[src/rtl/tone_sequencer_pkg.sv]
// rtl/tone_sequencer_pkg.sv - shared types and constants for the tone sequencer
package tone_sequencer_pkg;

  localparam int DEFAULT_STEPS    = 16;
  localparam int DEFAULT_TICK_DIV = 25000;

  // Width of the tone-select bus driven into the modulator stage.
  localparam int TONE_W = 8;

  typedef enum logic [1:0] {
    ST_IDLE = 2'd0,
    ST_PLAY = 2'd1,
    ST_GAP  = 2'd2
  } state_e;

endpackage

[src/rtl/tick_gen.sv]
// rtl/tick_gen.sv - prescaler producing a one-cycle tick every DIV enabled cycles
module tick_gen #(
  parameter int DIV = 25000
) (
  input  logic clk,
  input  logic rst,
  input  logic en,
  input  logic clr,
  output logic tick
);

  localparam int CW = (DIV > 1) ? $clog2(DIV) : 1;

  logic [CW-1:0] cnt_q;
  logic [CW-1:0] cnt_d;

  // Tick is combinational so the consumer acts on the same edge the count wraps.
  assign tick = en && (cnt_q == CW'(DIV - 1));

  // Next count: clear has priority, otherwise count and wrap while enabled.
  always_comb begin
    cnt_d = cnt_q;
    if (clr) begin
      cnt_d = '0;
    end else if (en) begin
      cnt_d = tick ? '0 : cnt_q + 1'b1;
    end
  end

  // Count register.
  always_ff @(posedge clk) begin
    if (rst) begin
      cnt_q <= '0;
    end else begin
      cnt_q <= cnt_d;
    end
  end

endmodule

[src/rtl/tone_sequencer.sv]
// rtl/tone_sequencer.sv - step sequencer playing stored tone masks to the modulator
module tone_sequencer
  import tone_sequencer_pkg::*;
#(
  parameter int STEPS    = DEFAULT_STEPS,
  parameter int TICK_DIV = DEFAULT_TICK_DIV,
  localparam int AW      = $clog2(STEPS)
) (
  input  logic              clk,
  input  logic              rst,
  input  logic              wr_valid,
  output logic              wr_ready,
  input  logic [AW-1:0]     wr_addr,
  input  logic [TONE_W-1:0] wr_data,
  input  logic [AW-1:0]     len,
  input  logic [7:0]        step_ticks,
  input  logic [7:0]        gap_ticks,
  input  logic              loop,
  input  logic              start,
  input  logic              stop,
  output logic [TONE_W-1:0] tones,
  output logic [AW-1:0]     step_idx,
  output logic              busy,
  output logic              done
);

  state_e state_q, state_d;

  logic [TONE_W-1:0] mem_q [STEPS];
  logic [TONE_W-1:0] mem_d [STEPS];

  logic [AW-1:0]     len_q, len_d;
  logic [7:0]        step_ticks_q, step_ticks_d;
  logic [7:0]        gap_ticks_q, gap_ticks_d;
  logic              loop_q, loop_d;
  logic [AW-1:0]     step_idx_q, step_idx_d;
  logic [TONE_W-1:0] tones_q, tones_d;
  logic [7:0]        tick_cnt_q, tick_cnt_d;
  logic              busy_q, busy_d;
  logic              done_q, done_d;

  logic              tick;
  logic              presc_clr;
  logic              advance;
  logic [7:0]        s_eff;
  logic [8:0]        tick_nxt;
  logic              step_last;
  logic              gap_last;
  logic [AW-1:0]     next_idx;

  // Writes are only taken while idle and never in the cycle a start arrives.
  assign wr_ready = (state_q == ST_IDLE) && !start;

  // A programmed step length of zero plays as a single tick.
  assign s_eff     = (step_ticks_q == 8'd0) ? 8'd1 : step_ticks_q;
  assign tick_nxt  = {1'b0, tick_cnt_q} + 9'd1;
  assign step_last = tick_nxt >= {1'b0, s_eff};
  assign gap_last  = tick_nxt >= {1'b0, gap_ticks_q};
  assign next_idx  = step_idx_q + 1'b1;

  assign tones    = tones_q;
  assign step_idx = step_idx_q;
  assign busy     = busy_q;
  assign done     = done_q;

  tick_gen #(
    .DIV (TICK_DIV)
  ) u_tick_gen (
    .clk  (clk),
    .rst  (rst),
    .en   (state_q != ST_IDLE),
    .clr  (presc_clr),
    .tick (tick)
  );

  // Pattern memory update from the write port.
  always_comb begin
    mem_d = mem_q;
    if (wr_valid && wr_ready) begin
      mem_d[wr_addr] = wr_data;
    end
  end

  // Playback state machine: step/gap timing, advance, completion and abort.
  always_comb begin
    state_d      = state_q;
    len_d        = len_q;
    step_ticks_d = step_ticks_q;
    gap_ticks_d  = gap_ticks_q;
    loop_d       = loop_q;
    step_idx_d   = step_idx_q;
    tones_d      = tones_q;
    tick_cnt_d   = tick_cnt_q;
    done_d       = 1'b0;
    presc_clr    = 1'b0;
    advance      = 1'b0;

    case (state_q)
      ST_IDLE: begin
        if (start) begin
          len_d        = len;
          step_ticks_d = step_ticks;
          gap_ticks_d  = gap_ticks;
          loop_d       = loop;
          step_idx_d   = '0;
          tones_d      = mem_q[0];
          tick_cnt_d   = '0;
          presc_clr    = 1'b1;
          state_d      = ST_PLAY;
        end
      end
      ST_PLAY: begin
        if (tick) begin
          if (step_last) begin
            tick_cnt_d = '0;
            if (gap_ticks_q != 8'd0) begin
              state_d = ST_GAP;
              tones_d = '0;
            end else begin
              advance = 1'b1;
            end
          end else begin
            tick_cnt_d = tick_nxt[7:0];
          end
        end
      end
      ST_GAP: begin
        if (tick) begin
          if (gap_last) begin
            tick_cnt_d = '0;
            advance    = 1'b1;
          end else begin
            tick_cnt_d = tick_nxt[7:0];
          end
        end
      end
      default: begin
        state_d = ST_IDLE;
        tones_d = '0;
      end
    endcase

    if (advance) begin
      if (step_idx_q < len_q) begin
        step_idx_d = next_idx;
        tones_d    = mem_q[next_idx];
        state_d    = ST_PLAY;
      end else if (loop_q) begin
        step_idx_d = '0;
        tones_d    = mem_q[0];
        state_d    = ST_PLAY;
      end else begin
        tones_d   = '0;
        done_d    = 1'b1;
        presc_clr = 1'b1;
        state_d   = ST_IDLE;
      end
    end

    // Abort overrides everything, including a start or a completion in the same cycle.
    if (stop) begin
      state_d      = ST_IDLE;
      tones_d      = '0;
      done_d       = 1'b0;
      tick_cnt_d   = '0;
      presc_clr    = 1'b1;
      step_idx_d   = step_idx_q;
      len_d        = len_q;
      step_ticks_d = step_ticks_q;
      gap_ticks_d  = gap_ticks_q;
      loop_d       = loop_q;
    end

    busy_d = (state_d != ST_IDLE);
  end

  // State, configuration latches, outputs and pattern memory registers.
  always_ff @(posedge clk) begin
    if (rst) begin
      state_q      <= ST_IDLE;
      len_q        <= '0;
      step_ticks_q <= '0;
      gap_ticks_q  <= '0;
      loop_q       <= 1'b0;
      step_idx_q   <= '0;
      tones_q      <= '0;
      tick_cnt_q   <= '0;
      busy_q       <= 1'b0;
      done_q       <= 1'b0;
      for (int i = 0; i < STEPS; i++) begin
        mem_q[i] <= '0;
      end
    end else begin
      state_q      <= state_d;
      len_q        <= len_d;
      step_ticks_q <= step_ticks_d;
      gap_ticks_q  <= gap_ticks_d;
      loop_q       <= loop_d;
      step_idx_q   <= step_idx_d;
      tones_q      <= tones_d;
      tick_cnt_q   <= tick_cnt_d;
      busy_q       <= busy_d;
      done_q       <= done_d;
      mem_q        <= mem_d;
    end
  end

endmodule
[config.mk]
export PLATFORM = sky130hd
export DESIGN_NAME = tone_sequencer
export DESIGN_NICKNAME = d
export VERILOG_FILES = /design/src/rtl/tone_sequencer_pkg.sv /design/src/rtl/tick_gen.sv /design/src/rtl/tone_sequencer.sv
export SDC_FILE = /design/constraint.sdc
export NUM_CORES = 1
export LEC_CHECK = 0
export BUFFER_PORTS_ARGS = -buffer_cell sky130_fd_sc_hd__buf_2
export CAP_MARGIN = 15
export CORE_MARGIN = 2
export CORE_UTILIZATION = 40
export DETAILED_ROUTE_END_ITERATION = 16
export PLACE_DENSITY = 0.55
export SYNTH_ARGS = -nofsm -noshare
export SYNTH_HDL_FRONTEND = slang
export SYNTH_SLANG_ARGS = --single-unit
[constraint.sdc]
create_clock -name clk -period 6.2 [get_ports clk]
set_input_delay 0.62 -clock clk [delete_from_list [all_inputs] [get_ports clk]]
set_output_delay 0.62 -clock clk [all_outputs]
set_load 0.02 [all_outputs]
==> results by group, run 1 <==
Logic synthesis
  • Post-synth EDFFs: 0
  • Top cells by area, synth: dfxtp_1, mux2i_1, mux4_2, nor2_1, nand2_1
  • #FFs+latches synth: 188
  • YS warnings: 0
  • Post-Syn Nets: 975
  • Mapped Cells: 910
  • Post-Syn Area per Cell: just under 10 sq um
  • Post-synth top area share: 42.1%
  • Sequential share of the synthesized area: a little over two fifths
  • Number of library cell types mapped by synthesis: 57
  • Async set-reset flop share out of synthesis: 0%
  • Post-synth top area cell: dfxtp_1
  • Ys flop type: dfxtp_1
  • Synthesized cell area: 8950 sq um

Setup path
  • RR Endpoint: tones[5]
  • Crit path cell chain: ha_1 -> nand3_1 -> xnor2_1 -> ha_1 -> a21oi_1 -> o21ai_0 -> a221oi_1 -> a2111o_1 -> a21boi_4 -> nor2b_1 -> nor3_2
  • Crit end category: flip-flop
  • Critical path required time: 6.51 ns
  • Worst-path fanout max: 16
  • R2r startpoint: tick_cnt_q[0]
  • CP Launch Type: flip-flop
  • CP dominant cell by count: ha_1
  • Register-to-register setup slack: 2.77 ns
  • R2R depth: 11
  • Slowest CP cell: a21boi_4
  • Worst path arrival time: between 3 and 4 ns
  • CP max stage delay: 0.58 ns
  • WS Path Type: flip-flop to flip-flop
  • Worst setup path start: tick_cnt_q[0]

Global routing
  • Global-route wire length before repair: 35500 um
  • Initial antenna violation count: 0
  • Gr usage total: 18.8%
  • GRT overflow: 0
  • Largest net degree at the start of global routing: 85
  • Vias in the first global route: 6374

Pwr
  • Maximum VDD drop: 194 uV
  • Leakage dissipation: ~3.8 nW
  • P per Cell Area: ~250 nW/um^2
  • Total chip power: approximately 2.5 mW

CTS
  • Clock latency on the worst-skew pair: 0.44 ns
  • CTS tree: yes
  • CTS H-tree lvls: 4
  • Max clock buf depth: 2
  • Resized cells post-CTS: 0
  • Root buffer cell: clkbuf_16
  • Post-CTS setup buffers: 0
  • Clock Pin Slew Worst Setup and Hold Paths: 0.08 ns
  • Post-CTS Hold Fix Bufs: 0
  • CTS Buf Count: 17
  • Clock Sinks: 188

Worst hold path
  • Hold Path Origin: gap_ticks[6]
  • Worst Hold Depth: 3
  • Hold EP: gap_ticks_q[6]
  • HP Class: input port to flip-flop

Cells and area
  • # diodes: 0
  • Layout area overhead: 11.4%
  • Multi-input logic area: 4860 sq um
  • Layout cells sized above 1: between 15 and 20%
  • Sequential Area: approximately 3800 sq um
  • Fin cells: 1225
  • Filler cells: around 2.1k
  • Nets@finish: approximately 1000
  • Final core utilization: a little under half

STA
  • Setup ws final: 2.77 ns
  • Sum Neg Setup Slack: 0 ns
  • Slew Limit Fails: 0
  • Max-slew headroom: 38.4%
  • F_max: 0.292 GHz
  • Slew @ Worst Pin: 0.924 ns
  • Final hold vios: 0
  • Clock skew: 0.0170 ns
  • Setup Viol. Count Final: 0
  • RSZ-0062 raised after global routing: no
  • Final worst-path cycle share: 55.3%
  • Minimum clock period: 3.43 ns

Detailed routing
  • Via-per-instance ratio: about 5.4
  • Pre-antenna DRT Iters: 5
  • Via count: 6573
  • Drt wl/cell: 17.8 um
  • Drc violations: 0
  • ANT nets after route: 0
  • WL final: 21800 um
  • DRT iter0 DRCs: around 410

Placed design
  • Setup WS pre-CTS: 2.80 ns
  • Post-placement cell count: around 1.2k
  • Placer Congestion: 0.863
  • Detailed placement HPWL: around 15000 um
  • # port buffers: 52

Die
  • Full die area: around 24000 sq um
  • IO Pins: 53
  • Core area: 21900 sq um
  • Chip Height: between 150 and 200 um
  • Cell Rows: 54
  • Die X: 154 um
  • Initial Util: 40.9%

Flow run
  • Max-cap viol count: 0

Outcome
  • Outcome: completed
metrics by stage:
stage	cell area [sq um]	hold WS [ns]
2_1_floorplan	8950	0.433
3_3_place_gp	9360	0.445
3_5_place_dp	9360	0.447
4_1_cts	9960	0.399
5_1_grt	9970	0.424
6_report	9970	0.426
cells in the mapped netlist (6+ instances only):
cell and count:
dfxtp_1 188, nor2_1 133, mux2i_1 104, nand2_1 103
a21oi_1 64, clkbuf_1 42, mux4_2 38, nand3_1 37
ha_1 27, inv_1 21, nor2b_1 17, nand4_1 12
xnor2_1 11, xor2_1 10, nor3_2 9, a221oi_2 8
buf_4 6
critical path: cells and delay by family (launching register included):
family / cells / cell delay, ns
xor+xnor: 1 / 0.33
compound gates: 5 / 1.57
flops: 1 / 0.43
simple gates: 3 / 0.40
fa+ha+maj: 2 / 0.59
cell usage in the layout (no fill, tap or decap), types with 7 or more instances in the layout:
cell type  Yosys  final
buf_4          6      7
nand3_1       37     37
clkbuf_16      0     17
nand2_1      103    103
buf_2          3     51
nand4_1       12     12
a221oi_2       8      8
mux2i_1      104    104
inv_1         21     21
nor2_1       133    133
ha_1          27     27
nor2b_1       17     17
a21oi_1       64     64
dfxtp_1      188    187
xnor2_1       11     11
nor3_2         9      9
xor2_1        10     10
mux4_2        38     38
flip-flops by register name, indices dropped and copies added (netlist names):
| name | flops |
|---|---|
| u_tick_gen.cnt_q | 15 |
| mem_q | 128 |
| gap_ticks_q | 8 |
| step_idx | 4 |
| loop_q | 1 |
| state_q | 2 |
| tick_cnt_q | 8 |
| step_ticks_q | 8 |
| busy | 1 |
| done | 1 |
| tones | 8 |
| len_q | 4 |
worst max path at each step:
stage,to,slack [ns],cells after the start
final,tones[5],2.77,11
after global routing,tones[0],2.42,11
after CTS,tones[5],2.75,11
after detailed placement,tones[5],2.80,11
after global placement,tones[6],2.85,10
after floorplan,tones[6],3.46,12
cell families (layout without fill, tap and decap cells):
logic type	after synthesis	after routing	share of synthesized area, %
adders and majority gates	27	27	3.78
muxes	144	144	21.8
AOI/OAI and AO/OA	98	98	7.36
DFF	188	188	42.1
xor gates and xnor gates	21	21	2.06
buffers and inverters	76	111	3.65
and+or+nand+nor	356	356	19.3
layer usage:
layer / track usage (%) / wire (um) / up-vias
li1: - / - / 3254
met1: 27.7 / 10900 / 3191
met2: 28.6 / 9810 / 115
met3: 3.72 / 874 / 13
met4: 3.80 / 156 / 0
met5: 0 / 0 / -
power by group:
group	total [mW]	internal [mW]	switching (mW)
Sequential	1.23	1.22	0.00999
Clock	1.12	0.579	0.540
Combinational	0.167	0.0539	0.113
final cells by class:
type,count,area share [%]
Clock buffer,17,4.27
Clock inverter,15,1.79
Inverter,21,0.791
Multi-Input combinational cell,646,48.8
Sequential cell,188,37.8
Tap cell,280,3.51
Timing Repair Buffer,58,3.09
No activity file was read; power rests on OpenSTA's default activity.
==> run 2: changes to the inputs <==
--- a/config.mk
+++ b/config.mk
@@ -10,7 +10,7 @@
 export CORE_MARGIN = 2
 export CORE_UTILIZATION = 40
 export DETAILED_ROUTE_END_ITERATION = 16
-export PLACE_DENSITY = 0.55
+export PLACE_DENSITY = 0.57
 export SYNTH_ARGS = -nofsm -noshare
 export SYNTH_HDL_FRONTEND = slang
 export SYNTH_SLANG_ARGS = --single-unit
==> constraint.sdc (replaced) <==
create_clock -name clk -period 3.1 [get_ports clk]
set_input_delay 0.31 -clock clk [delete_from_list [all_inputs] [get_ports clk]]
set_output_delay 0.31 -clock clk [all_outputs]
set_load 0.02 [all_outputs]
==> results by group, run 2 (same netlist as run 1, synthesis figures left out) <==
STA
  • F_max: between 0.3 and 0.4 GHz
  • Minimum clock period: 2.90 ns
  • Final worst-path cycle share: 93.4%
  • Clock skew: 0.0126 ns
  • Slew @ Worst Pin: a little over 0.7 ns
  • Slew Limit Fails: 0
  • WHS: 0.113 ns
  • Setup Viol. Count Final: 0
  • Max-slew headroom: 52.1%
  • Final hold vios: 0
  • RSZ-0062 raised after global routing: no
  • Sum Neg Setup Slack: 0 ns

Die
  • Die X: approximately 150 um
  • Full die area: roughly 24000 sq um
  • Cell Rows: 54
  • Chip Height: 154 um
  • Initial Util: between 40% and 50%
  • Core area: 21900 sq um
  • IO Pins: 53

Detailed routing
  • Routed length on met3: between 800 and 900 um
  • ANT nets after route: 0
  • Top Metal Used: met4
  • DRT iter0 DRCs: 445
  • Drc violations: 0
  • Met2 wire length: slightly below 10000 um
  • WL final: 21200 um
  • Drt wl/cell: 17.0 um
  • Pre-antenna DRT Iters: 5
  • Via count: 6636
  • Via-per-instance ratio: 5.32
  • Met1 WL: 10500 um

Pwr
  • Leakage dissipation: 3.95 nW
  • P per Cell Area: around 500 nW/um^2
  • Total chip power: 4.98 mW
  • Maximum VDD drop: ~350 uV

Cells and area
  • # diodes: 0
  • Sequential Area: 3770 sq um
  • Largest register by flop count: mem_q
  • Nets@finish: 1019
  • Max reg flops: roughly 130
  • Commonest cells after routing, fill and taps aside: dfxtp_1, nor2_1, mux2i_1, nand2_1, a21oi_1
  • Filler cells: approximately 2.2k
  • Most common cell after layout, fill and taps aside: dfxtp_1
  • Multi-input logic area: 4920 sq um
  • Largest regs: mem_q x128, u_tick_gen.cnt_q x15
  • Post-route design area: 10200 sq um
  • Layout area overhead: 14.2%
  • Layout cells sized above 1: 20.6%

Setup path
  • CP dominant cell by count: o21ai_1
  • WS Path Type: flip-flop to flip-flop
  • CP Launch Type: flip-flop
  • Register-to-register setup slack: 0.20 ns
  • Worst path arrival time: 3.21 ns
  • CP max stage delay: 0.51 ns
  • RR Endpoint: step_idx[2]
  • Crit end category: flip-flop
  • Critical path required time: 3.41 ns
  • R2R depth: 11
  • Crit path cell chain: ha_2 -> nand3_1 -> xnor2_2 -> ha_1 -> and4_1 -> a211oi_2 -> a2111o_1 -> buf_4 -> o31a_1 -> o21ai_1 -> o21ai_1
  • Worst-path fanout max: 6
  • R2r startpoint: tick_cnt_q[1]
  • Slowest CP cell: a2111o_1

CTS
  • Clock latency on the worst-skew pair: around 0.44 ns
  • Max clock buf depth: 2
  • Clock Sinks: roughly 190
  • Clock Pin Slew Worst Setup and Hold Paths: ~0.07 ns
  • Root buffer cell: clkbuf_16
  • CTS tree: yes
  • CTS H-tree lvls: 4
  • CTS Buf Count: 17

Global routing
  • Initial antenna violation count: 0
  • Global-route wire length before repair: about 35000 um
  • Largest net degree at the start of global routing: 66
  • GRT overflow: 0
  • Gr usage total: between 10% and 20%
  • Vias in the first global route: about 6.5k

Worst hold path
  • Hold EP: len_q[2]
  • Worst Hold Depth: 3
  • Hold Path Origin: len[2]
  • HP Class: input port to flip-flop

Placed design
  • # port buffers: 52
  • Detailed placement HPWL: 14500 um
  • Post-detailed-placement cell area: 9540 sq um
  • Placer Congestion: 0.796

Flow run
  • Max-cap viol count: 0

Outcome
  • Outcome: completed
-- run 2: cell count changes in the layout (fill, tap and decap cells not counted), sizes merged --
cell	delta
nand4	+1
buf	+21
clkbuf	+1
bufinv	-1
-- run 2: how the worst max path moves through the flow --
stage,from,endpoint
2_1_floorplan,tick_cnt_q[0],tones[6]
3_3_place_gp,tick_cnt_q[3],u_tick_gen.cnt_q[7]
3_5_place_dp,tick_cnt_q[3],step_idx[0]
4_1_cts,tick_cnt_q[3],u_tick_gen.cnt_q[8]
5_1_grt,tick_cnt_q[0],tones[4]
6_report,tick_cnt_q[1],step_idx[2]
-- run 2: repair_timing --
action                                  4_1_cts  5_1_grt
endpoints found under the setup margin        0       25
hold buffers                                  0        0
resized for setup                             0       10
buffers inserted                              0        3
-- run 2: per-layer routing --
| metal | track usage, % | vias up |
|---|---|---|
| met5 | 0 | - |
| met4 | 4.50 | 0 |
| met3 | 3.69 | 16 |
| met2 | 28.4 | 137 |
| met1 | 26.3 | 3196 |
| li1 | - | 3287 |
-- run 2: metrics by stage --
stage	setup slack [ns]	utilization, %	cells
6_report	0.204	46.7	1247
5_1_grt	0.00181	46.7	1247
4_1_cts	0.0435	46.3	1243
3_5_place_dp	0.0740	43.6	1211
3_3_place_gp	0.156	43.6	1211
2_1_floorplan	0.362	-	910
-- run 2: where the power goes --
| group | switching (mW) | internal (mW) | leakage (nW) | total [mW] |
|---|---|---|---|---|
| Combinational | 0.225 | 0.125 | 2.14 | 0.350 |
| Sequential | 0.0198 | 2.44 | 1.52 | 2.46 |
| Clock | 1.07 | 1.10 | 0.290 | 2.17 |
-- run 2: layout make-up --
type | instances | share of cell area, %
Inverter | 21 | 0.771
Timing Repair Buffer | 79 | 5.04
Tap cell | 280 | 3.43
Clock buffer | 18 | 4.30
Clock inverter | 14 | 1.46
Sequential cell | 188 | 36.9
Multi-Input combinational cell | 647 | 48.1
-- run 2: critical path: cells and delay by family, from the launching register on --
kind,cells,cell delay (ns)
xor gates and xnor gates,1,0.19
adders and majority gates,2,0.56
AOI/OAI and AO/OA,5,1.13
DFF,1,0.35
and+or+nand+nor,2,0.33
buffers and inverters,1,0.19
==> run 3: changes to the inputs <==
--- a/config.mk
+++ b/config.mk
@@ -5,6 +5,7 @@
 export SDC_FILE = /design/constraint.sdc
 export NUM_CORES = 1
 export LEC_CHECK = 0
+export ABC_AREA = 1
 export BUFFER_PORTS_ARGS = -buffer_cell sky130_fd_sc_hd__buf_2
 export CAP_MARGIN = 15
 export CORE_MARGIN = 2
==> results by group, run 3 <==
STA
  • F_max: around 0.35 GHz
  • Final worst-path cycle share: 91.1%
  • Minimum clock period: 2.82 ns
  • Setup ws final: 0.276 ns
  • Setup Viol. Count Final: 0
  • Slew Limit Fails: 0
  • Clock skew: 0.0183 ns
  • Max-slew headroom: a little over two fifths
  • Sum Neg Setup Slack: 0 ns
  • Final hold vios: 0
  • Slew @ Worst Pin: 0.844 ns

Logic synthesis
  • Post-Syn Nets: 1391
  • Sequential share of the synthesized area: 41.3%
  • Count leader, synth: nor2_1
  • Synthesized cell area: 9110 sq um
  • Post-synth top area share: about two fifths
  • Top cells by area, synth: dfxtp_1, o21ai_0, nor2_1, nand2_1, a21oi_1
  • Mapped Cells: 1326
  • YS warnings: 0
  • Number of library cell types mapped by synthesis: 37
  • Post-synth EDFFs: 0
  • #FFs+latches synth: 188
  • Async set-reset flop share out of synthesis: 0%
  • Post-Syn Area per Cell: 6.87 sq um
  • Top cells by count, synth: nor2_1, nand2_1, o21ai_0
  • Post-synth top area cell: dfxtp_1
  • Ys flop type: dfxtp_1

Detailed routing
  • Met1 WL: approximately 12000 um
  • Met2 wire length: 11400 um
  • Via count: 8420
  • Top Metal Used: met4
  • Drc violations: 0
  • WL final: approximately 25000 um
  • Drt wl/cell: 15.0 um
  • ANT nets after route: 0
  • Via-per-instance ratio: around 5
  • Pre-antenna DRT Iters: 5
  • Routed length on met3: 950 um
  • DRT iter0 DRCs: 464

Cells and area
  • Largest regs: mem_q x128, u_tick_gen.cnt_q x15
  • Largest register by flop count: mem_q
  • # diodes: 0
  • Commonest cells after routing, fill and taps aside: nor2_1, nand2_1, o21ai_0, dfxtp_1, inv_1
  • Layout cells sized above 1: about a tenth
  • Most common cell after layout, fill and taps aside: nor2_1
  • Nets@finish: 1430
  • Post-route design area: between 10000 and 15000 sq um
  • Layout area overhead: 13.2%
  • Max reg flops: 128

Setup path
  • R2R depth: 17
  • Crit path cell chain: ha_1 -> nand3_1 -> xor2_1 -> ha_1 -> nand2_1 -> inv_1 -> nand2_1 -> nand3_1 -> nand2_1 -> nand2_1 -> nand2_1 -> nand2_1 -> nand2_1 -> nand2_2 -> nand3_1 -> nand3_2 -> nor3_1
  • Worst path arrival time: roughly 3.2 ns
  • CP max stage delay: 0.41 ns
  • Slowest CP cell: dfxtp_1
  • Critical path required time: around 3.5 ns
  • WS Path Type: flip-flop to flip-flop
  • Worst-path fanout max: 10
  • CP Launch Type: flip-flop
  • Crit end category: flip-flop
  • CP dominant cell by count: nand2_1

CTS
  • CTS Buf Count: 17
  • Clock latency on the worst-skew pair: 0.44 ns
  • CTS H-tree lvls: 4
  • Clock Pin Slew Worst Setup and Hold Paths: ~0.080 ns
  • Max clock buf depth: 2
  • CTS tree: yes
  • Root buffer cell: clkbuf_16
  • Post-CTS setup buffers: 0
  • Clock Sinks: approximately 190

Outcome
  • Outcome: completed

Worst hold path
  • HP Class: input port to flip-flop
  • Worst Hold Depth: 3

Die
  • Cell Rows: between 50 and 60
  • IO Pins: 53
  • Full die area: 24000 sq um
  • Initial Util: 40.5%
  • Die X: between 150 and 200 um
  • Core area: 22500 sq um
  • Chip Height: 155 um

Pwr
  • Total chip power: about 5.4 mW
  • P per Cell Area: approximately 520 nW/um^2
  • Leakage dissipation: 4.33 nW
  • Maximum VDD drop: 298 uV

Placed design
  • Post-detailed-placement cell area: 9700 sq um
  • Detailed placement HPWL: between 15000 and 20000 um
  • Placer Congestion: between 0.8 and 0.9
  • Setup WS pre-CTS: 0.327 ns
  • # port buffers: 52

Global routing
  • GRT overflow: 0
  • Largest net degree at the start of global routing: between 60 and 70
  • Global-route wire length before repair: ~41000 um
  • Vias in the first global route: 8048
  • Gr usage total: between 20% and 30%
  • Initial antenna violation count: 0

Flow run
  • Max-cap viol count: 0
==> run 3: cell types whose count changed after synthesis, moves of 38 or more <==
cell	before	now
a21oi_1	64	115
inv_1	21	132
mux2i_1	104	0
mux4_2	38	0
nand2_1	103	198
nor2_1	133	241
o21ai_0	5	192
==> run 3: timing repair <==
| item | 4_1_cts | 5_1_grt |
|---|---|---|
| setup endpoints to repair | 0 | 4 |
| hold buffers | 0 | 0 |
| resized for setup | 0 | 1 |
==> run 3: critical path: cells and delay by family (launching register included) <==
family,cells,cell delay [ns]
xor+xnor,1,0.32
buf+inv,1,0.04
flops,1,0.41
fa+ha+maj,2,0.51
simple gates,13,1.44
==> run 3: report_power, final <==
group          switching [mW]  internal, mW  total [mW]
combinational           0.422         0.187       0.608
clock                    1.10          1.18        2.28
sequential             0.0282          2.46        2.49
==> run 3: final cells by class <==
class	instances	area, sq um
fill	2299	12200
multi-input combinational	931	4550
sequential	188	3770
inverter	146	551
timing repair buffer	81	478
clock buffer	18	439
tap	285	357
clock inverter	14	174
==> run 3: stage by stage <==
stage                     std cells  utilization (%)  hold WS (ns)
after floorplan                1326                -         0.429
after global placement         1631             43.1         0.440
after detailed placement       1631             43.1         0.444
after CTS                      1663             45.8         0.113
after global routing           1663             45.8         0.122
final                          1663             45.8         0.125
==> run 3: path summary, 6_finish.rpt <==
kind | from | end | slack [ns]
worst max-delay path | tick_cnt_q[0] | u_tick_gen.cnt_q[9] | 0.28
worst min-delay path | loop | loop_q | 0.12
worst max register to register | tick_cnt_q[0] | u_tick_gen.cnt_q[9] | 0.28
worst min register to register | mem_q[79] | mem_q[79] | 0.45
==> run 3: logic make-up after synthesis <==
group	synth area share (%)
simple gates	23.8
compound gates	20.6
flops	41.3
buf+inv	8.83
fa+ha+maj	3.71
xor+xnor	1.70
==> run 3: routing by layer <==
layer,track usage [%],up-vias
li1,-,4412
met1,29.4,3824
met2,35.5,154
met3,3.68,30
met4,5.47,0
met5,0,-
